### config.mk
export PLATFORM = sky130hd
export DESIGN_NAME = dr_stream
export DESIGN_NICKNAME = d
export VERILOG_FILES = /design/src/rtl/dr_pkg.sv /design/src/rtl/dr_bank.sv /design/src/rtl/dr_stream.sv
export SDC_FILE = /design/constraint.sdc
export NUM_CORES = 1
export LEC_CHECK = 0
export ABC_AREA = 1
export ABC_CLOCK_PERIOD_IN_PS = 2100
export BUFFER_PORTS_ARGS = -buffer_cell sky130_fd_sc_hd__buf_2
export CAP_MARGIN = 20
export CORE_MARGIN = 4
export CORE_UTILIZATION = 35
export DETAILED_ROUTE_END_ITERATION = 16
export GPL_ROUTABILITY_DRIVEN = 0
export HOLD_SLACK_MARGIN = 0.12
export PLACE_DENSITY_LB_ADDON = 0.12
export SYNTH_ARGS = -nofsm -noshare
export SYNTH_HDL_FRONTEND = slang
export SYNTH_HIERARCHICAL = 1
export SYNTH_SLANG_ARGS = --single-unit
### constraint.sdc
create_clock -name clk -period 2.1 [get_ports clk]
set_input_delay 0.63 -clock clk [delete_from_list [all_inputs] [get_ports clk]]
set_output_delay 0.63 -clock clk [all_outputs]
set_load 0.02 [all_outputs]
### src/rtl/dr_pkg.sv
// dr_pkg: shared types, limits and the permutation function for the dr_stream
// reorder buffer. The optional second bank is enabled by defining DR_PINGPONG_EN.
package dr_pkg;

  localparam int DR_LOG2_DEPTH_MIN = 1;
  localparam int DR_LOG2_DEPTH_MAX = 8;

  typedef enum logic [1:0] {
    DR_IDENT    = 2'b00,
    DR_REV      = 2'b01,
    DR_BITREV   = 2'b10,
    DR_PAIRSWAP = 2'b11
  } dr_mode_e;

  typedef enum logic {
    RD_IDLE  = 1'b0,
    RD_DRAIN = 1'b1
  } dr_rd_state_e;

  // Maps read index r to the bank address for the given mode; only the low
  // log2_depth bits of r are meaningful and the result is confined to them.
  function automatic logic [DR_LOG2_DEPTH_MAX-1:0] dr_perm(
    input dr_mode_e                       mode,
    input logic [DR_LOG2_DEPTH_MAX-1:0]   r,
    input int                             log2_depth
  );
    logic [DR_LOG2_DEPTH_MAX-1:0] ones;
    logic [DR_LOG2_DEPTH_MAX-1:0] mask;
    logic [DR_LOG2_DEPTH_MAX-1:0] rev;
    logic [DR_LOG2_DEPTH_MAX-1:0] res;
    ones = '1;
    mask = ones >> (DR_LOG2_DEPTH_MAX - log2_depth);
    // Reverse all bits, then shift down so only the low log2_depth bits are reversed.
    for (int i = 0; i < DR_LOG2_DEPTH_MAX; i++) rev[i] = r[DR_LOG2_DEPTH_MAX-1-i];
    case (mode)
      DR_IDENT:    res = r;
      DR_REV:      res = mask - r;
      DR_BITREV:   res = rev >> (DR_LOG2_DEPTH_MAX - log2_depth);
      DR_PAIRSWAP: res = r ^ {{(DR_LOG2_DEPTH_MAX-1){1'b0}}, 1'b1};
      default:     res = r;
    endcase
    return res & mask;
  endfunction

endpackage

### src/rtl/dr_bank.sv
// dr_bank: one frame of storage, DEPTH x WIDTH registers with a single write
// port and a combinational read port. Contents are data only and are not reset.
module dr_bank #(
  parameter int WIDTH      = 8,
  parameter int LOG2_DEPTH = 2
) (
  input  logic                  clk,
  input  logic                  we,
  input  logic [LOG2_DEPTH-1:0] waddr,
  input  logic [WIDTH-1:0]      wdata,
  input  logic [LOG2_DEPTH-1:0] raddr,
  output logic [WIDTH-1:0]      rdata
);

  localparam int DEPTH = 2 ** LOG2_DEPTH;

  logic [WIDTH-1:0] mem_q [DEPTH];
  logic [WIDTH-1:0] mem_d [DEPTH];

  // Next array contents: unchanged except the addressed word on a write.
  always_comb begin
    mem_d = mem_q;
    if (we) mem_d[waddr] = wdata;
  end

  // Storage register.
  always_ff @(posedge clk) begin
    mem_q <= mem_d;
  end

  assign rdata = mem_q[raddr];

endmodule

### src/rtl/dr_stream.sv
// dr_stream: streaming frame reorder buffer. Frames of 2**LOG2_DEPTH words are
// written in arrival order and replayed in the permutation chosen by the mode
// sampled on each frame's first word. Defining DR_PINGPONG_EN adds a second
// bank so one frame fills while the previous one drains; without it a single
// bank alternates between filling and draining.
module dr_stream
  import dr_pkg::*;
#(
  parameter int WIDTH      = 8,
  parameter int LOG2_DEPTH = 2
) (
  input  logic             clk,
  input  logic             clear,
  input  logic             in_valid,
  output logic             in_ready,
  input  logic [WIDTH-1:0] d,
  input  logic [1:0]       mode,
  output logic             out_valid,
  input  logic             out_ready,
  output logic [WIDTH-1:0] a,
  output logic             frame_last
);

  localparam int AW = LOG2_DEPTH;
  localparam logic [AW-1:0] IDX_LAST = '1;

  if (LOG2_DEPTH < DR_LOG2_DEPTH_MIN || LOG2_DEPTH > DR_LOG2_DEPTH_MAX) begin : g_bad_depth
    $error("dr_stream: LOG2_DEPTH out of range");
  end

  logic         wr_bank_q, wr_bank_d;
  logic [AW-1:0] wr_idx_q, wr_idx_d;
  logic [1:0]   full_q, full_d;
  dr_mode_e     mode_q [2];
  dr_mode_e     mode_d [2];
  dr_rd_state_e rd_state_q, rd_state_d;
  logic         rd_bank_q, rd_bank_d;
  logic [AW-1:0] rd_idx_q, rd_idx_d;

  logic          wr_beat, rd_beat, wr_last, rd_last;
  logic [AW-1:0] rd_addr;
  logic [WIDTH-1:0] rd_data;
  logic [WIDTH-1:0] bank0_rdata;

  // All outputs come straight from registered state.
  assign in_ready   = !full_q[wr_bank_q];
  assign out_valid  = (rd_state_q == RD_DRAIN);
  assign frame_last = out_valid && (rd_idx_q == IDX_LAST);
  assign rd_addr    = AW'(dr_perm(mode_q[rd_bank_q], DR_LOG2_DEPTH_MAX'(rd_idx_q), LOG2_DEPTH));
  assign a          = out_valid ? rd_data : '0;

  dr_bank #(.WIDTH(WIDTH), .LOG2_DEPTH(LOG2_DEPTH)) u_bank0 (
    .clk   (clk),
    .we    (wr_beat && !wr_bank_q),
    .waddr (wr_idx_q),
    .wdata (d),
    .raddr (rd_addr),
    .rdata (bank0_rdata)
  );

`ifdef DR_PINGPONG_EN
  logic [WIDTH-1:0] bank1_rdata;

  dr_bank #(.WIDTH(WIDTH), .LOG2_DEPTH(LOG2_DEPTH)) u_bank1 (
    .clk   (clk),
    .we    (wr_beat && wr_bank_q),
    .waddr (wr_idx_q),
    .wdata (d),
    .raddr (rd_addr),
    .rdata (bank1_rdata)
  );

  assign rd_data = rd_bank_q ? bank1_rdata : bank0_rdata;
`else
  assign rd_data = bank0_rdata;
`endif

  // Write fill, full flags, mode capture and read-side drain/handover decisions.
  always_comb begin
    wr_bank_d  = wr_bank_q;
    wr_idx_d   = wr_idx_q;
    full_d     = full_q;
    mode_d     = mode_q;
    rd_state_d = rd_state_q;
    rd_bank_d  = rd_bank_q;
    rd_idx_d   = rd_idx_q;

    wr_beat = in_valid && in_ready;
    rd_beat = out_valid && out_ready;
    wr_last = wr_beat && (wr_idx_q == IDX_LAST);
    rd_last = rd_beat && (rd_idx_q == IDX_LAST);

    if (wr_beat) begin
      wr_idx_d = wr_last ? '0 : wr_idx_q + 1'b1;
      if (wr_idx_q == '0) mode_d[wr_bank_q] = dr_mode_e'(mode);
    end

    if (wr_last) begin
      full_d[wr_bank_q] = 1'b1;
`ifdef DR_PINGPONG_EN
      wr_bank_d = ~wr_bank_q;
`else
      wr_bank_d = 1'b0;
`endif
    end

    // The read bank is always full and the write bank never is, so these never collide.
    if (rd_last) full_d[rd_bank_q] = 1'b0;

    case (rd_state_q)
      RD_IDLE: begin
        if (wr_last) begin
          rd_state_d = RD_DRAIN;
          rd_bank_d  = wr_bank_q;
          rd_idx_d   = '0;
        end
      end
      RD_DRAIN: begin
        if (rd_last) begin
          rd_idx_d = '0;
          // A frame waiting in the other bank (or completing on this edge) starts at once.
          if (full_d[~rd_bank_q]) begin
            rd_bank_d = ~rd_bank_q;
          end else begin
            rd_state_d = RD_IDLE;
          end
        end else if (rd_beat) begin
          rd_idx_d = rd_idx_q + 1'b1;
        end
      end
      default: rd_state_d = RD_IDLE;
    endcase
  end

  // Control state register; clear discards every frame and any drain in flight.
  always_ff @(posedge clk) begin
    if (clear) begin
      wr_bank_q  <= 1'b0;
      wr_idx_q   <= '0;
      full_q     <= '0;
      mode_q     <= '{default: DR_IDENT};
      rd_state_q <= RD_IDLE;
      rd_bank_q  <= 1'b0;
      rd_idx_q   <= '0;
    end else begin
      wr_bank_q  <= wr_bank_d;
      wr_idx_q   <= wr_idx_d;
      full_q     <= full_d;
      mode_q     <= mode_d;
      rd_state_q <= rd_state_d;
      rd_bank_q  <= rd_bank_d;
      rd_idx_q   <= rd_idx_d;
    end
  end

endmodule

==> impl_results.md, run 1 <==
- Syn Area/Cell: 8.97 sq um
- Setup WS post-layout: -331 ps
- DR WL/cell: 12.0 um
- CP dominant cell by count: nand2_1
- Finish-stage setup viols: 8
- Crit Path Max Fanout: 5
- Via total after detailed routing: 1463
- DIE HEIGHT: 83.7 um
- Slew HR: 0.709
- Post-Syn Area: 2010 sq um
- GRT Util Overall: 0.120
- Flop2flop setup slack: 780 ps
- Root Driver: clkbuf_8
- Hold_sp: full_q[1]
- Data arrival, critical path: 1800 ps
- Util after Layout: 0.452
- Post-synth top area share: 0.479
- Area grow syn2layout: 24.6%
- Crit-path leading delay family: compound AO/OA/AOI/OAI gates
- Unrepaired setup endpoints after global routing: yes
- Startpoint types: register
- Vias in the first global route: 1357
- DRC: 0
- Hpwl dp: 2690 um
- Pwr Density: 737 nW/um^2
- Core area: 5540 sq um
- CTS tree: built
- Critical R2R Launch: full_q[0]
- FF-to-FF End: u_bank0/mem_q[2]
- Post-synthesis sequential area ratio: 0.578
- Final period utilization: 1.16
- Synth cell types: 23
- ANT cells: 0
- Hold Path Sink: full_q[1]
- WL final: 4060 um
- Port bufs: 24
- Final design area excluding fillers: 2500 sq um
- Mapped Nets: 241
- Crit path buffers/inverters: 3
- Slowest stage delay, CP: 460 ps
- DRT Pass-1 Iters: 4
- Failing checks: negative setup slack
- First-pass GRT wire length: 6450 um
- # fillers: 548
- Ports: 25
- # rows: 27
- Worst-Margin Slew: 436 ps
- Async SR Flop Fraction: 0
- Crit path time final: 2430 ps
- Total clock sinks: 42
- Final Hold Fails: 0
- Mapped Cells: 224
- Die Area: 7010 sq um
- Layout cell share with drive strength beyond 1: 0.296
- DP Area: 2280 sq um
- Worst EP required: 1470 ps
- Hold_buf cts: 0
- VDD IR-drop max: 0.337 mV
- Vias per cell: 4.32
- Clock skew: 7.97 ps
- CP Depth: 8
- Gr ovfl total: 0
- Worst path slowest cell: o311ai_4
- Synth Flop Type: edfxtp_1
- Fmax: 411 MHz
- Initial Utilization: 0.362
- HP Class: register to register
- Flops & latches, synth: 42
- Reg2reg path depth: 6
- Kind of critical path: register to output port
- Die width: 83.7 um
- CTS Buffer Depth: 2
- Initial antenna violation count: 0
- EDFF count, synth: 32
- Status: finished with violations
- YS warnings: 6
- Largest net degree at the start of global routing: 17
- Crit-path cells: o311ai_4 -> buf_4 -> nand2_1 -> nand3_1 -> nand2_1 -> nand2_1 -> inv_1 -> buf_2
- Top cell type by total area after synthesis: edfxtp_1
- P_leak: 0.00121 uW
- Nets@finish: 283
- H-Tree Level Count: 2
- Top cells by area, synth: edfxtp_1 48%, nand2_1 11%, inv_1 10%
- Worst-skew pair later-pin latency: 300 ps
- Hold Crit Depth: 2
- Clk slew on worst S/H paths: 70 ps
- Initial drt markers: 45
- Total CTS buffers: 5
- Max-slew violation count: 0
- Max-Cap Viols: 0
- CP Capture Type: output port
- Detail Route Antenna Nets: 0
-- report_power, final --
part	total, uW	leakage (uW)	internal [uW]	switching (uW)
clock network	620	0.0000579	350	270
registers	946	0.000376	931	14.5
logic	280	0.000778	109	171
-- sequential cells by signal, summed over array words and instances (netlist names) --
name and cells:
rd_idx_q 2, rd_bank_q 1, mode_q 2, out_valid 1, wr_idx_q 2, full_q 2
u_bank0/mem_q 32
-- worst register-to-register path: stages, from the launching register on --
cell and delay [ps]:
dfxtp_1 320, inv_2 60, nand2_2 80, inv_2 90
inv_1 80, nor3_1 180, buf_4 210
-- layout by cell type, fill, tap and decap left out --
cell        n
a211oi_1    3
a21oi_1     5
a21oi_2     2
buf_2      20
buf_4      15
buf_6       4
bufinv_16   1
clkbuf_8    5
clkinv_2    2
clkinv_4    1
dfxtp_1     8
dfxtp_2     1
dfxtp_4     1
edfxtp_1   32
ha_1        3
inv_1      51
inv_2       7
inv_8       1
nand2_1    54
nand2_2    10
nand2_4     1
nand3_1    19
nand3_2     3
nand3_4     1
nor2_1      3
nor2_2      1
nor2_4      2
nor3_1      4
o21ai_0     3
o21ai_1     2
o311ai_4    1
xnor2_1     1
-- metrics by stage --
step	power (uW)	std cells	hold WS (ps)	worst slack (ps)	setup TNS (ps)
after floorplan	1130	224	455	37.1	0
after global placement	1200	328	476	-34.1	-108
after detailed placement	1200	328	477	-39.3	-150
after CTS	1840	337	489	-302	-2260
after global routing	1930	339	501	-441	-3220
final	1850	339	485	-331	-2420
-- timing repair --
item / CTS / global route
endpoints found under the setup margin: 8 / 8
setup buffers: 0 / 1
pin swaps: 0 / 2
endpoints found under the hold margin: 0 / 0
gates resized for setup: 8 / 28
gates cloned: 1 / 1
-- layout make-up --
cell class / instances / area (sq um) / area share
flip-flops and latches: 42 / 1170 / 0.466
multi-input cells: 118 / 642 / 0.257
repair buffers: 39 / 258 / 0.103
inverters: 59 / 226 / 0.0905
well taps: 72 / 90.1 / 0.0360
clock buffers: 5 / 68.8 / 0.0275
clock inverters: 3 / 40.0 / 0.0160
repair inverters: 1 / 11.3 / 0.00450
-- per-layer routing --
| metal | track usage | wire (um) | vias to the layer above | share of wire |
|---|---|---|---|---|
| li1 | - | - | 784 | - |
| met1 | 0.157 | 1920 | 651 | 0.47 |
| met2 | 0.185 | 1930 | 21 | 0.48 |
| met3 | 0.0247 | 120 | 7 | 0.030 |
| met4 | 0.0673 | 86 | 0 | 0.021 |
| met5 | 0 | 0 | - | 0 |
-- cell families (layout without fill, tap and decap cells) --
logic type                 after synthesis  count (layout)  share of synthesized area
and+or+nand+nor                         98              98                      0.215
buffers and inverters                   64             107                      0.135
DFF                                     42              42                      0.578
AOI/OAI and AO/OA                       16              16                     0.0492
adders and majority gates                3               3                     0.0187
xor gates and xnor gates                 1               1                    0.00436
-- synthesized netlist by cell type, types with 2 or more instances --
| master | count |
|---|---|
| nand2_2 | 4 |
| ha_1 | 3 |
| nor2_1 | 6 |
| a21oi_1 | 5 |
| o21ai_1 | 2 |
| dfxtp_1 | 10 |
| nand2_1 | 60 |
| o21ai_0 | 3 |
| a21oi_2 | 2 |
| inv_2 | 3 |
| a211oi_1 | 3 |
| inv_1 | 55 |
| nor3_1 | 4 |
| edfxtp_1 | 32 |
| buf_6 | 3 |
| nand3_1 | 22 |
-- worst max path at each step --
stage,from,endpoint,slack [ps]
final,rd_bank_q,a[5],-330
after global routing,rd_bank_q,a[4],-440
after CTS,rd_bank_q,a[5],-300
after detailed placement,mode_q[2],a[5],-40
after global placement,rd_bank_q,a[5],-30
after floorplan,mode_q[3],a[0],40
Note: power is estimated with default switching activity, not from simulation.
==> inputs of run 2 (changes only) <==
--- a/config.mk
+++ b/config.mk
@@ -10,11 +10,12 @@
 export BUFFER_PORTS_ARGS = -buffer_cell sky130_fd_sc_hd__buf_2
 export CAP_MARGIN = 20
 export CORE_MARGIN = 4
-export CORE_UTILIZATION = 35
+export CORE_UTILIZATION = 55
+export CTS_BUF_LIST = sky130_fd_sc_hd__clkbuf_2 sky130_fd_sc_hd__clkbuf_4 sky130_fd_sc_hd__clkbuf_8
 export DETAILED_ROUTE_END_ITERATION = 16
 export GPL_ROUTABILITY_DRIVEN = 0
 export HOLD_SLACK_MARGIN = 0.12
-export PLACE_DENSITY_LB_ADDON = 0.12
+export PLACE_DENSITY_LB_ADDON = 0.05
 export SYNTH_ARGS = -nofsm -noshare
 export SYNTH_HDL_FRONTEND = slang
 export SYNTH_HIERARCHICAL = 1
==> impl_results.md, run 2 (synthesized netlist as in run 1, its figures left out) <==
- Status: finished with violations
- Failing checks: negative setup slack
- GRT Util Overall: 0.177 (+0.0569)
- Crit path time final: 2450 ps (+14.8 ps)
- Hpwl dp: 2470 um (-8.3%)
- Clk slew on worst S/H paths: 70 ps (about the same)
- Die width: 68.4 um (-18%)
- Clock skew: 3.33 ps (-4.64 ps)
- DP Area: 2240 sq um (-1.5%)
- # fillers: 271 (-51%)
- DRC: 0 (unchanged)
- Register area: 1170 sq um (+0.21%)
- Final Power: 1760 uW (-4.8%)
- Setup TNS: -2500 ps (-75.6 ps)
- Ports: 25 (unchanged)
- Final period utilization: 1.16 (+0.00705)
- Vias per cell: 4.77 (+11%)
- H-Tree Level Count: 2 (unchanged)
- WL final: 3870 um (-4.7%)
- Root Driver: clkbuf_8
- Placed insts: 300 (-8.5%)
- Port bufs: 24 (unchanged)
- Setup WS post-layout: -346 ps (-14.8 ps)
- Area of the multi-input gates: 687 sq um (+7.0%)
- First-pass GRT wire length: 5780 um (-10%)
- Max-Cap Viols: 0 (unchanged)
- Largest net degree at the start of global routing: 17 (unchanged)
- Gr ovfl total: 0 (unchanged)
- CP startpoint: mode_q[3]
- Initial antenna violation count: 0 (unchanged)
- DR WL/cell: 12.4 um (+3.6%)
- Largest Register: u_bank0/mem_q
- Die Area: 4680 sq um (-33%)
- Largest register FFs: 32 (unchanged)
- Hold_sp: full_q[1]
- CTS Buffer Depth: 2 (unchanged)
- DIE HEIGHT: 68.4 um (-18%)
- Unrepaired setup endpoints after global routing: yes
- Fin cells: 312 (-8.0%)
- Kind of critical path: register to output port
- P_leak: 0.00125 uW (+2.8%)
- VDD IR-drop max: 0.568 mV (+68%)
- Crit Path Max Fanout: 6 (+1)
- Initial drt markers: 47 (+4.4%)
- Data arrival, critical path: 1820 ps (+20 ps)
- Critical R2R Launch: out_valid
- Final design area excluding fillers: 2540 sq um (+1.3%)
- Max-slew violation count: 0 (unchanged)
- Commonest cells after routing, fill and taps aside: 52 x inv_1, 50 x nand2_1, 32 x edfxtp_1, 16 x nand3_1, 16 x buf_2
- Detail Route Antenna Nets: 0 (unchanged)
- ANT cells: 0 (unchanged)
- Worst-Margin Slew: 445 ps (+9.31 ps)
- CTS tree: built
- Area grow syn2layout: 26.3%
- Worst-skew pair later-pin latency: 300 ps (about the same)
- Final Hold Fails: 0 (unchanged)
- Slew HR: 0.703 (-0.00592)
- Vias in the first global route: 1231 (-9.3%)
- Finish-stage setup viols: 8 (unchanged)
- Core area: 3440 sq um (-38%)
- Fmax: 409 MHz (-0.61%)
- Commonest non-fill, non-tap cell in the layout: inv_1
- Worst EP required: 1470 ps (about the same)
- Initial Utilization: 0.583 (+0.221)
- Startpoint types: register
- Nets@finish: 282 (-0.35%)
- Pwr Density: 693 nW/um^2 (-6.1%)
- DRT Pass-1 Iters: 4 (unchanged)
- CP Capture Type: output port
- Total CTS buffers: 5 (unchanged)
- Via total after detailed routing: 1488 (+1.7%)
- Place WS: -82.6 ps (-43.3 ps)
- Total clock sinks: 42 (unchanged)
- # rows: 21 (-22%)
- Layout cell share with drive strength beyond 1: 0.320 (+0.0237)
- HP Class: register to register
==> run 2: path summary, 6_finish.rpt <==
path                                   to  depth (start not counted)  slack, ps
worst min register to register  rd_bank_q                          2        490
worst max register to register  rd_bank_q                          7        690
worst min-delay path            rd_bank_q                          2        490
worst max-delay path                 a[4]                         13       -350
==> run 2: metal layers <==
metal	part of all wire	vias to the layer above	GRT usage
li1	-	783	-
met2	0.48	34	0.267
met1	0.45	666	0.230
met3	0.055	5	0.0624
met5	0	-	0
met4	0.016	0	0.0744
==> run 2: worst max-delay path, stage by stage, from the launching register on <==
cell and delay (ps):
dfxtp_2 340, inv_2 50, nor2_4 130, nor2_2 60, nand2_2 70, o311ai_4 100, clkbuf_16 190, buf_12 140
nand2_4 60, nand3_2 60, nand2_1 70, nand2_1 50, inv_1 90, buf_6 120
==> run 2: repair_timing <==
| action | 4_1_cts | 5_1_grt |
|---|---|---|
| pin swaps | 0 | 14 |
| gates resized for setup | 16 | 35 |
| hold endpoints to repair | 0 | 0 |
| hold buffers | 0 | 0 |
| cloned | 0 | 1 |
| setup buffers | 2 | 1 |
| setup endpoints to repair | 8 | 8 |
==> run 2: per-stage QoR <==
stage,hold WS (ps),util
final,485,0.737
after global routing,511,0.737
after CTS,487,0.695
after detailed placement,475,0.651
after global placement,480,0.651
after floorplan,455,-
==> run 2: power by group <==
part           switching [uW]  internal (uW)
sequential               16.8            932
combinational             176            130
clock                     260            241
==> run 2: cell type report <==
cell class                      count  area share
Tap cell                           46      0.0227
Clock buffer                        6      0.0301
Multi-Input combinational cell    118       0.271
Clock inverter                      2     0.00345
Timing Repair Buffer               39       0.122
Inverter                           59      0.0903
Sequential cell                    42       0.461
==> inputs of run 3 (changes only) <==
--- a/config.mk
+++ b/config.mk
@@ -10,7 +10,7 @@
 export BUFFER_PORTS_ARGS = -buffer_cell sky130_fd_sc_hd__buf_2
 export CAP_MARGIN = 20
 export CORE_MARGIN = 4
-export CORE_UTILIZATION = 55
+export CORE_UTILIZATION = 59
 export CTS_BUF_LIST = sky130_fd_sc_hd__clkbuf_2 sky130_fd_sc_hd__clkbuf_4 sky130_fd_sc_hd__clkbuf_8
 export DETAILED_ROUTE_END_ITERATION = 16
 export GPL_ROUTABILITY_DRIVEN = 0
==> impl_results.md, run 3 (synthesized netlist as in run 1, its figures left out) <==
- Status: finished with violations
- Failing checks: negative setup slack
- CP Capture Type: output port
- Commonest cells after routing, fill and taps aside: 58 x nand2_1, 51 x inv_1, 32 x edfxtp_1, 21 x nand3_1, 17 x buf_4
- CTS tree: built
- Setup WS post-layout: -397 ps (-51.8 ps)
- Hpwl dp: 2530 um (+2.5%)
- Initial antenna violation count: 0 (unchanged)
- Clock skew: 5.76 ps (+2.43 ps)
- Final period utilization: 1.19 (+0.0247)
- Die Area: 4400 sq um (-6.0%)
- # fillers: 216 (-20%)
- DRT Pass-1 Iters: 4 (unchanged)
- Largest Register: u_bank0/mem_q
- Layout cell share with drive strength beyond 1: 0.275 (-0.0445)
- Kind of critical path: register to output port
- Area of the multi-input gates: 627 sq um (-8.7%)
- Pwr Density: 660 nW/um^2 (-4.8%)
- Area grow syn2layout: 21.9%
- DIE HEIGHT: 66.3 um (-3.0%)
- P_leak: 0.00119 uW (-4.3%)
- Total clock sinks: 42 (unchanged)
- Largest net degree at the start of global routing: 17 (unchanged)
- # rows: 20 (-4.8%)
- Fmax: 400 MHz (-2.1%)
- Die width: 66.3 um (-3.0%)
- Data arrival, critical path: 1870 ps (+50 ps)
- Register area: 1170 sq um (-0.21%)
- Final Hold Fails: 0 (unchanged)
- Initial drt markers: 92 (+96%)
- DRC: 0 (unchanged)
- DR WL/cell: 12.4 um (about the same)
- Vias per cell: 4.95 (+3.8%)
- Crit path time final: 2500 ps (+51.8 ps)
- Finish-stage setup viols: 8 (unchanged)
- Worst hold margin: 478 ps (-7.42 ps)
- Core area: 3150 sq um (-8.4%)
- Slew HR: 0.821 (+0.119)
- First-pass GRT wire length: 6200 um (+7.3%)
- Worst EP required: 1470 ps (about the same)
- CTS Buffer Depth: 2 (unchanged)
- Clk slew on worst S/H paths: 120 ps (+50 ps)
- Util after Layout: 0.777 (+0.0398)
- H-Tree Level Count: 2 (unchanged)
- Initial Utilization: 0.637 (+0.0535)
- WL final: 3880 um (+0.23%)
- Detail Route Antenna Nets: 0 (unchanged)
- Place WS: -24.4 ps (+58.2 ps)
- Max-Cap Viols: 0 (unchanged)
- Crit Path Max Fanout: 8 (+2)
- Port bufs: 24 (unchanged)
- Via total after detailed routing: 1550 (+4.2%)
- Unrepaired setup endpoints after global routing: yes
- Final Power: 1620 uW (-8.0%)
- GRT Util Overall: 0.192 (+0.0146)
- Largest register FFs: 32 (unchanged)
- Vias in the first global route: 1408 (+14%)
- ANT cells: 0 (unchanged)
- Max-slew violation count: 0 (unchanged)
- HP Class: input port to register
- Commonest non-fill, non-tap cell in the layout: nand2_1
- Nets@finish: 285 (+1.1%)
- Gr ovfl total: 0 (unchanged)
- Hold_buf cts: 0 (unchanged)
- VDD IR-drop max: 0.461 mV (-19%)
- Ports: 25 (unchanged)
- Startpoint types: register
- Worst-skew pair later-pin latency: 350 ps (+50 ps)
- Root Driver: clkbuf_4
- Total CTS buffers: 5 (unchanged)
- Worst-Margin Slew: 267 ps (-178 ps)
-- run 3: what timing repair did --
item	in CTS	in global routing
gates resized for setup	13	23
cloned	0	1
endpoints found under the setup margin	8	8
pin swaps	1	9
buffers inserted	0	2
-- run 3: path summary, 6_finish.rpt --
| kind | from | endpoint | slack (ps) | cells past startpoint |
|---|---|---|---|---|
| setup / recovery | rd_bank_q | a[5] | -400 | 12 |
| hold reg to reg | full_q[1] | rd_bank_q | 500 | 2 |
| hold / removal | d[3] | u_bank0/mem_q[19] | 480 | 1 |
| setup reg to reg | wr_idx_q[0] | rd_bank_q | 770 | 8 |
-- run 3: cell type report --
cell class | count | share of cell area
Multi-Input combinational cell | 118 | 0.256
Inverter | 59 | 0.0925
Tap cell | 44 | 0.0225
Clock buffer | 5 | 0.0153
Timing Repair inverter | 1 | 0.00255
Timing Repair Buffer | 41 | 0.128
Sequential cell | 42 | 0.476
Clock inverter | 3 | 0.00664
-- run 3: routing by layer --
metal | track usage | routed length (um) | vias up
met5 | 0 | 0 | -
met4 | 0.0812 | 65 | 0
met3 | 0.0493 | 236 | 10
met2 | 0.338 | 2010 | 42
met1 | 0.217 | 1570 | 712
li1 | - | - | 786
-- run 3: metrics by stage --
| step | instances | area, sq um | setup TNS [ps] |
|---|---|---|---|
| floorplan | 224 | 2010 | 0 |
| global placement | 302 | 2260 | -10.8 |
| detailed placement | 302 | 2260 | -33.1 |
| CTS | 310 | 2350 | -2650 |
| global route | 313 | 2450 | -4080 |
| finish | 313 | 2450 | -3060 |
-- run 3: power breakdown --
group          total [uW]  leakage [uW]  switching, uW  internal, uW
Combinational         292      0.000787            170           121
Sequential            946      0.000376           14.4           931
Clock                 378     0.0000286            253           124
Total                1620       0.00119            438          1180
-- run 3: worst max-delay path, cell delays in order (launching register included) --
cell and delay [ps]:
dfxtp_4 390, nor2_4 150, nor2_4 60, nand2_2 70
o311ai_4 110, buf_12 160, buf_8 130, nand2_1 60
nand3_1 70, nand2_1 80, nand2_1 50, inv_1 50
buf_4 130
